### src/rtl/des_round_ctrl.sv
// DES round sequencer: accepts a block, pulses the initial load,
// issues 16 round steps with key-schedule controls, then holds
// the result valid until the output stage takes it.
//
// Ports:
//   clk, rst (async, active-low), clear (sync abort)
//   in_valid/in_ready : block accept handshake, mode sampled on accept
//   load_init         : one-cycle L0/R0 and C0/D0 load pulse
//   round_en          : L/R step enable, 16 consecutive cycles
//   round_idx         : 0-based round number
//   key_shift         : C/D rotate amount for this round
//   key_dir           : 0 rotate left (encrypt), 1 rotate right
//   last_round        : final round marker
//   out_valid/out_ready : result handshake
//   busy              : controller not idle
module des_round_ctrl #(
  parameter int ROUNDS = 16,
  parameter int IDX_W  = 4
) (
  input  logic             clk,
  input  logic             rst,
  input  logic             clear,
  input  logic             in_valid,
  output logic             in_ready,
  input  logic             mode,
  output logic             load_init,
  output logic             round_en,
  output logic [IDX_W-1:0] round_idx,
  output logic [1:0]       key_shift,
  output logic             key_dir,
  output logic             last_round,
  output logic             out_valid,
  input  logic             out_ready,
  output logic             busy
);

  typedef enum logic [1:0] {
    S_IDLE,
    S_LOAD,
    S_ROUND,
    S_DONE
  } state_t;

  localparam logic [IDX_W-1:0] LAST = IDX_W'(ROUNDS - 1);

  state_t           r_state;
  state_t           w_next;
  logic [IDX_W-1:0] r_cnt;
  logic [IDX_W-1:0] w_cnt_nxt;
  logic             r_dir;
  logic             w_dir_nxt;

  always_ff @(posedge clk or negedge rst) begin
    if (!rst) begin
      r_state <= S_IDLE;
      r_cnt   <= '0;
      r_dir   <= 1'b0;
    end else begin
      r_state <= w_next;
      r_cnt   <= w_cnt_nxt;
      r_dir   <= w_dir_nxt;
    end
  end

  always_comb begin
    w_next    = r_state;
    w_cnt_nxt = r_cnt;
    w_dir_nxt = r_dir;
    if (clear) begin
      w_next    = S_IDLE;
      w_cnt_nxt = '0;
    end else begin
      unique case (r_state)
        S_IDLE: begin
          if (in_valid) begin
            w_next    = S_LOAD;
            w_dir_nxt = mode;
          end
        end
        S_LOAD: begin
          w_cnt_nxt = '0;
          w_next    = S_ROUND;
        end
        S_ROUND: begin
          if (r_cnt == LAST) begin
            w_next    = S_DONE;
            w_cnt_nxt = '0;
          end else begin
            w_cnt_nxt = r_cnt + 1'b1;
          end
        end
        S_DONE: begin
          if (out_ready) begin
            w_next = S_IDLE;
          end
        end
        default: w_next = S_IDLE;
      endcase
    end
  end

  assign in_ready   = (r_state == S_IDLE);
  assign load_init  = (r_state == S_LOAD);
  assign round_en   = (r_state == S_ROUND);
  assign out_valid  = (r_state == S_DONE);
  assign busy       = (r_state != S_IDLE);
  assign key_dir    = r_dir;
  assign round_idx  = round_en ? r_cnt : '0;
  assign last_round = round_en && (r_cnt == LAST);

  // Single rotations fall on rounds 0,1,8,15. Decrypt skips the
  // rotation in round 0 since C16/D16 equals C0/D0.
  logic w_one_pos;
  logic w_zero;
  logic w_one;
  logic w_two;

  assign w_one_pos = (r_cnt == IDX_W'(0))
                  || (r_cnt == IDX_W'(1))
                  || (r_cnt == IDX_W'(8))
                  || (r_cnt == IDX_W'(15));
  assign w_zero = r_dir && (r_cnt == IDX_W'(0));
  assign w_one  = w_one_pos && !w_zero;
  assign w_two  = !w_one_pos;

  always_comb begin
    key_shift = 2'd0;
    if (round_en) begin
      unique case (1'b1)
        w_zero:  key_shift = 2'd0;
        w_one:   key_shift = 2'd1;
        w_two:   key_shift = 2'd2;
        default: key_shift = 2'd0;
      endcase
    end
  end

endmodule

### config.mk
export PLATFORM = sky130hd
export DESIGN_NAME = des_round_ctrl
export DESIGN_NICKNAME = d
export VERILOG_FILES = /design/src/rtl/des_round_ctrl.sv
export SDC_FILE = /design/constraint.sdc
export NUM_CORES = 1
export LEC_CHECK = 0
export CAP_MARGIN = 20
export CORE_MARGIN = 3
export CORE_UTILIZATION = 40
export CTS_CLUSTER_SIZE = 24
export DETAILED_ROUTE_END_ITERATION = 10
export HOLD_SLACK_MARGIN = 0.06
export PLACE_DENSITY = 0.73
export SLEW_MARGIN = 20
export SYNTH_ARGS = -nofsm -noshare
export SYNTH_HDL_FRONTEND = slang
export SYNTH_SLANG_ARGS = --single-unit
export TNS_END_PERCENT = 20
### constraint.sdc
create_clock -name clk -period 4.82 [get_ports clk]
set_input_delay 0.964 -clock clk [delete_from_list [all_inputs] [get_ports clk]]
set_output_delay 0.964 -clock clk [all_outputs]
set_load 0.005 [all_outputs]
* Word-level counts from Yosys, hierarchy flattened
Index checks and enable logic that the tools add are counted.
** Operators by class
- Add/subtract/negate cells :: 1
- Equality and inequality tests :: 9
- Muxes and demuxes :: 11
- Bitwise operators :: 1
- Reductions and logical operators :: 14
** Operators with widths (count)
- $mux W4 :: 3
- $mux W2 :: 5
- $eq A4 B4 Y1 const B :: 2
- $pmux W2 S4 :: 1
- $pmux W4 S2 :: 1
- $ne A3 B2 Y1 const B :: 2
- $reduce_and A3 Y1 :: 2
- $add A4 B1 Y4 const B :: 1
- $eq A2 B2 Y1 const B :: 2
- $eq A4 B1 Y1 const B :: 1
- $logic_not A4 Y1 :: 1
- $pmux W2 S2 :: 1
- $logic_and A1 B1 Y1 :: 3
- $logic_or A1 B1 Y1 :: 3
- $ne A3 B3 Y1 const B :: 1
- $reduce_bool A3 Y1 :: 1
- $eq A2 B1 Y1 const B :: 1
- $logic_not A1 Y1 :: 2
- $logic_not A2 Y1 :: 1
- $reduce_bool A2 Y1 :: 1
- $not A1 Y1 :: 1
** Word-level totals
- Bits in registers :: 7
- Output and inout port bits :: 13
- Word-level logic and storage cells :: 39

* Longest topological paths before layout
Gate-level depths: netlist of the first run.
- Depth in word-level cells :: 7
- Gate-level depth with buffers :: 6
- Mapped depth without buffers :: 5

* Least setup slack after synthesis of the first run
OpenSTA, ideal clock, no wires.
- Path type :: flip-flop to output port
- Start :: register r_state[0]
- End :: output key_shift[0]
- Arrival :: 1213 ps
- Path slack :: 2643 ps
- Cell stages (with the launch flop) :: 6
- Path buffers :: 1
- Cell sequence :: dfrtp_1 -> inv_1 -> ha_1 -> clkbuf_1 -> o31ai_1 -> a21oi_1
** On the way
- Longest elaborated chain between the ends :: 2
** Ends and longest elaborated chain
- start, declared :: line 46 : state_t r_state;
- start signal, assigned :: line 59 : r_state <= w_next;
- $eq A2 B2 Y1 :: line 104 : assign round_en = (r_state == S_ROUND);
- via round_en :: line 27 : output logic round_en,
- $mux W2 :: line 128 : if (round_en) begin
- end, declared :: line 29 : output logic [1:0] key_shift,
The timed path passes the listed nets, and every way through them passes these cells.

* Worst setup path in the final report of the first run
- Start :: register r_state[0]
- End :: output last_round
** On the way
- Longest elaborated chain between the ends :: 2
** Ends and longest elaborated chain
- $eq A2 B2 Y1 :: line 104
- $logic_and A1 B1 Y1 :: line 109 : assign last_round = round_en && (r_cnt == LAST);
- end, declared :: line 31 : output logic last_round,
Every way passes these cells.

==> metrics.csv, run 1 <==
stage,metric,value,unit
timing,min_period_over_period,61.46,%
yosys,synthTopCellsByArea,"dfrtp_1 (33%), ha_1 (16%), inv_1 (5.6%), nor2_1 (4.9%), a21oi_1 (3.8%)",
yosys,yosys_warnings,0,
yosys,synthArstFlopShare,100.0,%
worst_setup_path,crit_top_cell,inv_1,
finish,nets,95,
floorplan,io_pins,19,
finish,multi_input_area,316.6,um^2
drt,drtIter0Drc,8,
grt,antenna_found_initial,0,
worst_hold_path,min_path_type,flip-flop to flip-flop,
power_and_ir_drop,vdd_ir_drop_max,318.7,uV
yosys,synthDominantCellAreaShare,32.86,%
grt,grt_use_total,13.77,%
grt,grt_pass1_vias,439,
clock_tree,clock_latency,0.25,ns
yosys,synth_cells,61,
timing,maxSlewViolCount,0,
clock_tree,cts_hold_buf,0,
floorplan,core-area,0.001171,mm^2
power_and_ir_drop,leakagePower,0.0003300,uW
power_and_ir_drop,power_density,414.8,mW/mm^2
drt,avgViaCountPerCell,5.116,
finish,fillers,102,
yosys,synth_top_cell_by_area,dfrtp_1,
clock_tree,cts_tree,built,
worst_setup_path,worst_setup_path_start_kind,flip-flop,
yosys,ys.flop_type,dfrtp_1,
timing,post-route-min-period,2.962,ns
floorplan,start_util,45.51,%
worst_setup_path,cp.arrival,2.00,ns
drt,drc,0,
clock_tree,clkTransAtPathRegs,0.05,ns
clock_tree,cts_resized,0,
grt,overflow,0,
drt,wirelength,1.185,mm
yosys,yosys-top-cells-count,"inv_1 (8), dfrtp_1 (7), ha_1 (7), nor2_1 (7), a21oi_1 (4)",
clock_tree,postCtsSetupBuffers,0,
place,post-dp-hpwl,893,um
finish,regArea,175.2,um^2
timing,setup_viol,0,
floorplan,dieArea,0.001807,mm^2
grt,grt_max_degree,15,
yosys,avgSynthCellArea,8.738,um^2
finish,final_util,63.68,%
timing,clock_skew,0.002049,ns
worst_setup_path,end_kind,output pin,
timing,max_slew_margin,68.41,%
worst_setup_path,cp.required,3.86,ns
timing,fin_setup_tns,0,ns
clock_tree,htreeDepth,1,
drt,vias,486,
yosys,netlist_area,533.0,um^2
floorplan,die_h,42.51,um
finish,diodes,0,
yosys,synth_seq_cells,7,
clock_tree,cts_buffer_depth,2,
timing,fmaxAchievable,0.3376,GHz
clock_tree,cts_buffers,3,
drt,firstDrtPassIters,4,
timing,hold_violations,0,
place,gp_congestion,0.7700,
grt,grt_pass1_wl,1.897,mm
worst_setup_path,crit_path_max_fanout,14,
timing,grt_setup_unrepaired,false,
clock_tree,clock_sinks,7,
run_status,outcome,"complete, no violations",
yosys,synthDistinctLibCells,29,
flow_run,cap_violations,0,
timing,worstMarginPinSlew,0.4738,ns
finish,syn2layout_area_growth,39.91,%
finish,drive_gt1_share,11.11,%
worst_setup_path,worst_path_max_delay_cell,clkdlybuf4s50_1,
worst_setup_path,path_cells,inv_1 -> ha_1 -> inv_1 -> nor2_1 -> clkdlybuf4s50_1,
yosys,yosysMostFrequentCell,inv_1,
drt,routedWlPerCell,12.47,um
clock_tree,cts_root_buffer,clkbuf_4,
worst_setup_path,critical_path_class,flip-flop to output pin,
floorplan,rows,12,
yosys,synth_edf_count,0,
yosys,seq_area_frac_synth,32.86,%
drt,drtAntennaViolNets,0,
floorplan,die_x,42.51,um
worst_setup_path,worst_path_largest_cell_delay,0.51,ns
yosys,syn_nets,74,
place,port_buffers,18,
==> worst max-delay path: cells and delay by family, from the launching register on <==
family                   cells  cell delay (ns)
buffers and inverters        3             0.78
adder cells (fa/ha/maj)      1             0.42
flip-flops                   1             0.41
AND/OR/NAND/NOR              1             0.13
==> layer usage <==
metal	global-route usage (%)	up-vias	part of all wire, %
li1	-	243	-
met1	15.50	225	43
met2	24.01	14	51
met3	2.575	4	4.0
met4	7.453	0	1.4
met5	0	-	0
==> per-stage QoR <==
stage               worst slack (ns)  instance area, um^2  std cells  hold WS [ns]  power, uW
finish                         1.858                745.7         95        0.5441      309.3
global placement               2.202                719.4         91        0.5396      252.5
floorplan                      2.643                533.0         61        0.5284      176.9
global route                   1.678                745.7         95        0.5674      334.5
CTS                            1.846                745.7         95        0.5559      313.9
detailed placement             2.138                719.4         91        0.5422      256.9
==> sequential cells by signal, indices dropped and copies added, names as in the netlist <==
| name | flops |
|---|---|
| r_state | 2 |
| r_cnt | 4 |
| key_dir | 1 |
==> worst paths after layout <==
path / startpoint / end / slack (ns) / cells past startpoint
max: r_state[0]$_DFFE_PN0P_ / last_round / 1.86 / 5
min reg2reg: key_dir$_DFFE_PN0P_ / key_dir$_DFFE_PN0P_ / 0.54 / 1
min: key_dir$_DFFE_PN0P_ / key_dir$_DFFE_PN0P_ / 0.54 / 1
max in group asynchronous: rst / r_cnt[1]$_DFFE_PN0P_ / 3.59 / 1
max reg2reg: r_state[0]$_DFFE_PN0P_ / r_cnt[3]$_DFFE_PN0P_ / 3.01 / 5
min in group asynchronous: rst / r_cnt[2]$_DFFE_PN0P_ / 0.98 / 1
==> cells by family (layout without fill, tap and decap cells) <==
group	count (synthesis)	after routing	synth area share, %
adders and majority gates	7	7	16.43
buffers and inverters	10	30	7.747
and+or+nand+nor	25	25	26.30
muxes	3	3	6.103
DFF	7	7	32.86
AOI/OAI and AO/OA	9	9	10.56
==> power breakdown <==
part	switching (uW)	total [uW]	internal (uW)
Combinational	76.9	168	90.9
Sequential	15.0	88.0	73.1
Clock	21.8	53.4	31.6
==> layout by cell type, fill, tap and decap left out, drive strengths merged <==
cell / instances
nand4: 1
mux2i: 1
mux2: 2
nor2: 7
nor3: 1
nand3b: 1
a222oi: 1
and2b: 1
a31oi: 1
ha: 7
o21ai: 1
and3: 1
dfrtp: 7
nor2b: 1
and2: 2
o21bai: 1
nand3: 3
clkbuf: 4
o31ai: 1
or3: 1
clkdlybuf4s50: 18
nand2: 3
inv: 8
nor3b: 1
nand2b: 2
a21oi: 4
==> layout make-up <==
cell class | count | area share [%]
multi-input cells | 44 | 42.45
repair buffers | 18 | 24.16
flip-flops and latches | 7 | 23.49
inverters | 8 | 4.027
clock buffers | 4 | 3.523
well taps | 14 | 2.349
No activity file was read; power rests on OpenSTA's default activity.
==> inputs of run 2 (changes only) <==
Settings changed: CORE_UTILIZATION 40 to 38, PLACE_DENSITY 0.73 to 0.72.
Clock period 4.82 ns to 2.59 ns, I/O delays scaled along.
==> metrics.csv, run 2 (synthesis results as in run 1) <==
stage,metric,value,unit,change
clock_tree,cts_buffers,3,,unchanged
grt,grt_max_degree,15,,unchanged
power_and_ir_drop,pwr-share-comb,53.8,%,-0.5 points
clock_tree,htreeDepth,1,,unchanged
worst_setup_path,r2r_slack,0.88,ns,-2.13 ns
finish,final_util,62.29,%,-1.4 points
floorplan,core-area,0.001201,mm^2,+2.6%
power_and_ir_drop,p_int,366.6,uW,+87%
power_and_ir_drop,clock_power_share,18.2,%,+0.9 points
power_and_ir_drop,swShare,37.17,%,+0.41 points
drt,vias,478,,-1.6%
finish,final_cell_mix,"clkdlybuf4s50_1 (18), inv_1 (8), nor2_1 (7), dfrtp_1 (7), ha_1 (6)",,
grt,antenna_found_initial,0,,unchanged
timing,hold_violations,0,,unchanged
flow_run,cap_violations,0,,unchanged
worst_setup_path,cp.required,2.07,ns,-1.79 ns
worst_setup_path,cp.arrival,1.93,ns,-0.07 ns
finish,largest_reg_flops,4,,unchanged
finish,diodes,0,,unchanged
timing,grt_setup_unrepaired,false,,
worst_setup_path,timing.rr.end,r_state[0]$_DFFE_PN0P_,,
clock_tree,clkTransAtPathRegs,0.06,ns,about the same
timing,setup_viol,0,,unchanged
drt,routedWlPerCell,12.53,um,+0.42%
worst_setup_path,crit_path_max_fanout,4,,-10
floorplan,start_util,44.37,%,-1.1 points
place,post-dp-hpwl,921.6,um,+3.2%
power_and_ir_drop,vdd_ir_drop_max,554.7,uV,+74%
grt,grt_pass1_wl,1.925,mm,+1.5%
clock_tree,cts_root_buffer,clkbuf_4,,
worst_setup_path,critical_path_class,flip-flop to output pin,,
grt,overflow,0,,unchanged
run_status,outcome,"complete, no violations",,
place,port_buffers,18,,unchanged
clock_tree,clock_sinks,7,,unchanged
grt,grt_pass1_vias,435,,-0.91%
drt,drtIter0Drc,13,,+5
worst_setup_path,end_kind,output pin,,
drt,avgViaCountPerCell,5.032,,-1.6%
drt,wirelength,1.190,mm,+0.42%
timing,maxSlewViolCount,0,,unchanged
clock_tree,cts_buffer_depth,2,,unchanged
finish,nets,95,,unchanged
grt,grt_use_total,14.24,%,+0.47 points
power_and_ir_drop,p_sw,216.9,uW,+91%
floorplan,rows,12,,unchanged
worst_setup_path,worst_setup_path_start_kind,flip-flop,,
power_and_ir_drop,seq_power_share,27.9,%,-0.6 points
clock_tree,clock_latency,0.26,ns,about the same
power_and_ir_drop,leakagePower,0.0003284,uW,-0.49%
power_and_ir_drop,power,583.5,uW,+89%
clock_tree,cts_hold_buf,0,,unchanged
drt,drc,0,,unchanged
drt,drtAntennaViolNets,0,,unchanged
timing,worstMarginPinSlew,0.4679,ns,-0.005940 ns
worst_hold_path,min_path_type,input port to asynchronous set/reset pin,,
floorplan,dieArea,0.001888,mm^2,+4.5%
timing,fmaxAchievable,0.4077,GHz,
floorplan,die_h,43.45,um,+2.2%
floorplan,io_pins,19,,unchanged
power_and_ir_drop,power_density,779.8,mW/mm^2,+88%
finish,final_common_cell,clkdlybuf4s50_1,,
worst_setup_path,worstReg2RegStart,r_cnt[0]$_DFFE_PN0P_,,
drt,firstDrtPassIters,4,,unchanged
timing,max_slew_margin,68.81,%,+0.40 points
place,gp_congestion,0.7567,,-1.7%
finish,top_register,r_cnt,,
timing,fin_setup_tns,0,ns,unchanged
finish,drive_gt1_share,12.35,%,+1.2 points
floorplan,die_x,43.45,um,+2.2%
timing,clock_skew,0.0008195,ns,-0.001230 ns
clock_tree,cts_tree,built,,
timing,min_period_over_period,94.70,%,
worst_setup_path,reg2reg_depth,4,,-1
finish,syn2layout_area_growth,40.38,%,
timing,post-route-min-period,2.453,ns,
==> run 2: stage by stage <==
| step | setup WS, ns | hold slack [ns] | area [um^2] | cells |
|---|---|---|---|---|
| after global placement | 0.4178 | 0.5378 | 719.4 | 91 |
| after global routing | 0.02521 | 0.5361 | 748.2 | 95 |
| final | 0.1373 | 0.5217 | 748.2 | 95 |
| after detailed placement | 0.3561 | 0.5438 | 719.4 | 91 |
| after CTS | 0.04976 | 0.5253 | 745.7 | 95 |
| after floorplan | 0.8586 | 0.2224 | 533.0 | 61 |
==> run 2: layer usage <==
metal	track usage [%]	vias up	wire length, um
met3	4.979	2	76
met4	10.84	0	29
li1	-	243	-
met5	0	-	0
met2	21.24	18	586
met1	16.54	215	498
==> run 2: worst max-delay path by stage <==
| stage | startpoint | slack (ns) | end |
|---|---|---|---|
| 5_1_grt | r_cnt[1]$_DFFE_PN0P_ | 0.03 | key_shift[1] |
| 6_report | r_cnt[1]$_DFFE_PN0P_ | 0.14 | key_shift[1] |
| 2_1_floorplan | r_state[0]$_DFFE_PN0P_ | 0.86 | key_shift[0] |
| 3_5_place_dp | r_state[0]$_DFFE_PN0P_ | 0.36 | round_idx[0] |
| 4_1_cts | r_state[0]$_DFFE_PN0P_ | 0.05 | last_round |
| 3_3_place_gp | r_state[0]$_DFFE_PN0P_ | 0.42 | last_round |
==> run 2: timing repair <==
action / in CTS / in global routing
buffers inserted: 0 / 0
setup endpoints to repair: 0 / 5
hold endpoints to repair: 0 / 0
gates resized for setup: 0 / 1
==> run 2: power by group through the flow <==
| stage | Clock [uW] | Combinational (uW) | Sequential [uW] |
|---|---|---|---|
| after global placement | 0 | 306 | 164 |
| after CTS | 111 | 316 | 164 |
| final | 106 | 314 | 163 |
| after floorplan | 0 | 169 | 160 |
| after global routing | 118 | 343 | 169 |
| after detailed placement | 0 | 314 | 166 |
==> run 2: area by class of cell <==
| cell class | instances | area (um^2) |
|---|---|---|
| tap | 14 | 17.52 |
| clock buffer | 4 | 26.28 |
| sequential | 7 | 175.2 |
| multi-input combinational | 44 | 319.1 |
| fill | 98 | 452.9 |
| inverter | 8 | 30.03 |
| timing repair buffer | 18 | 180.2 |
==> run 2: critical path: stages, from the launching register on <==
cell and delay, ns:
dfrtp_1 0.38, inv_1 0.09, ha_1 0.17, and2b_2 0.18
o21bai_1 0.16, and3_2 0.19, clkdlybuf4s50_1 0.49
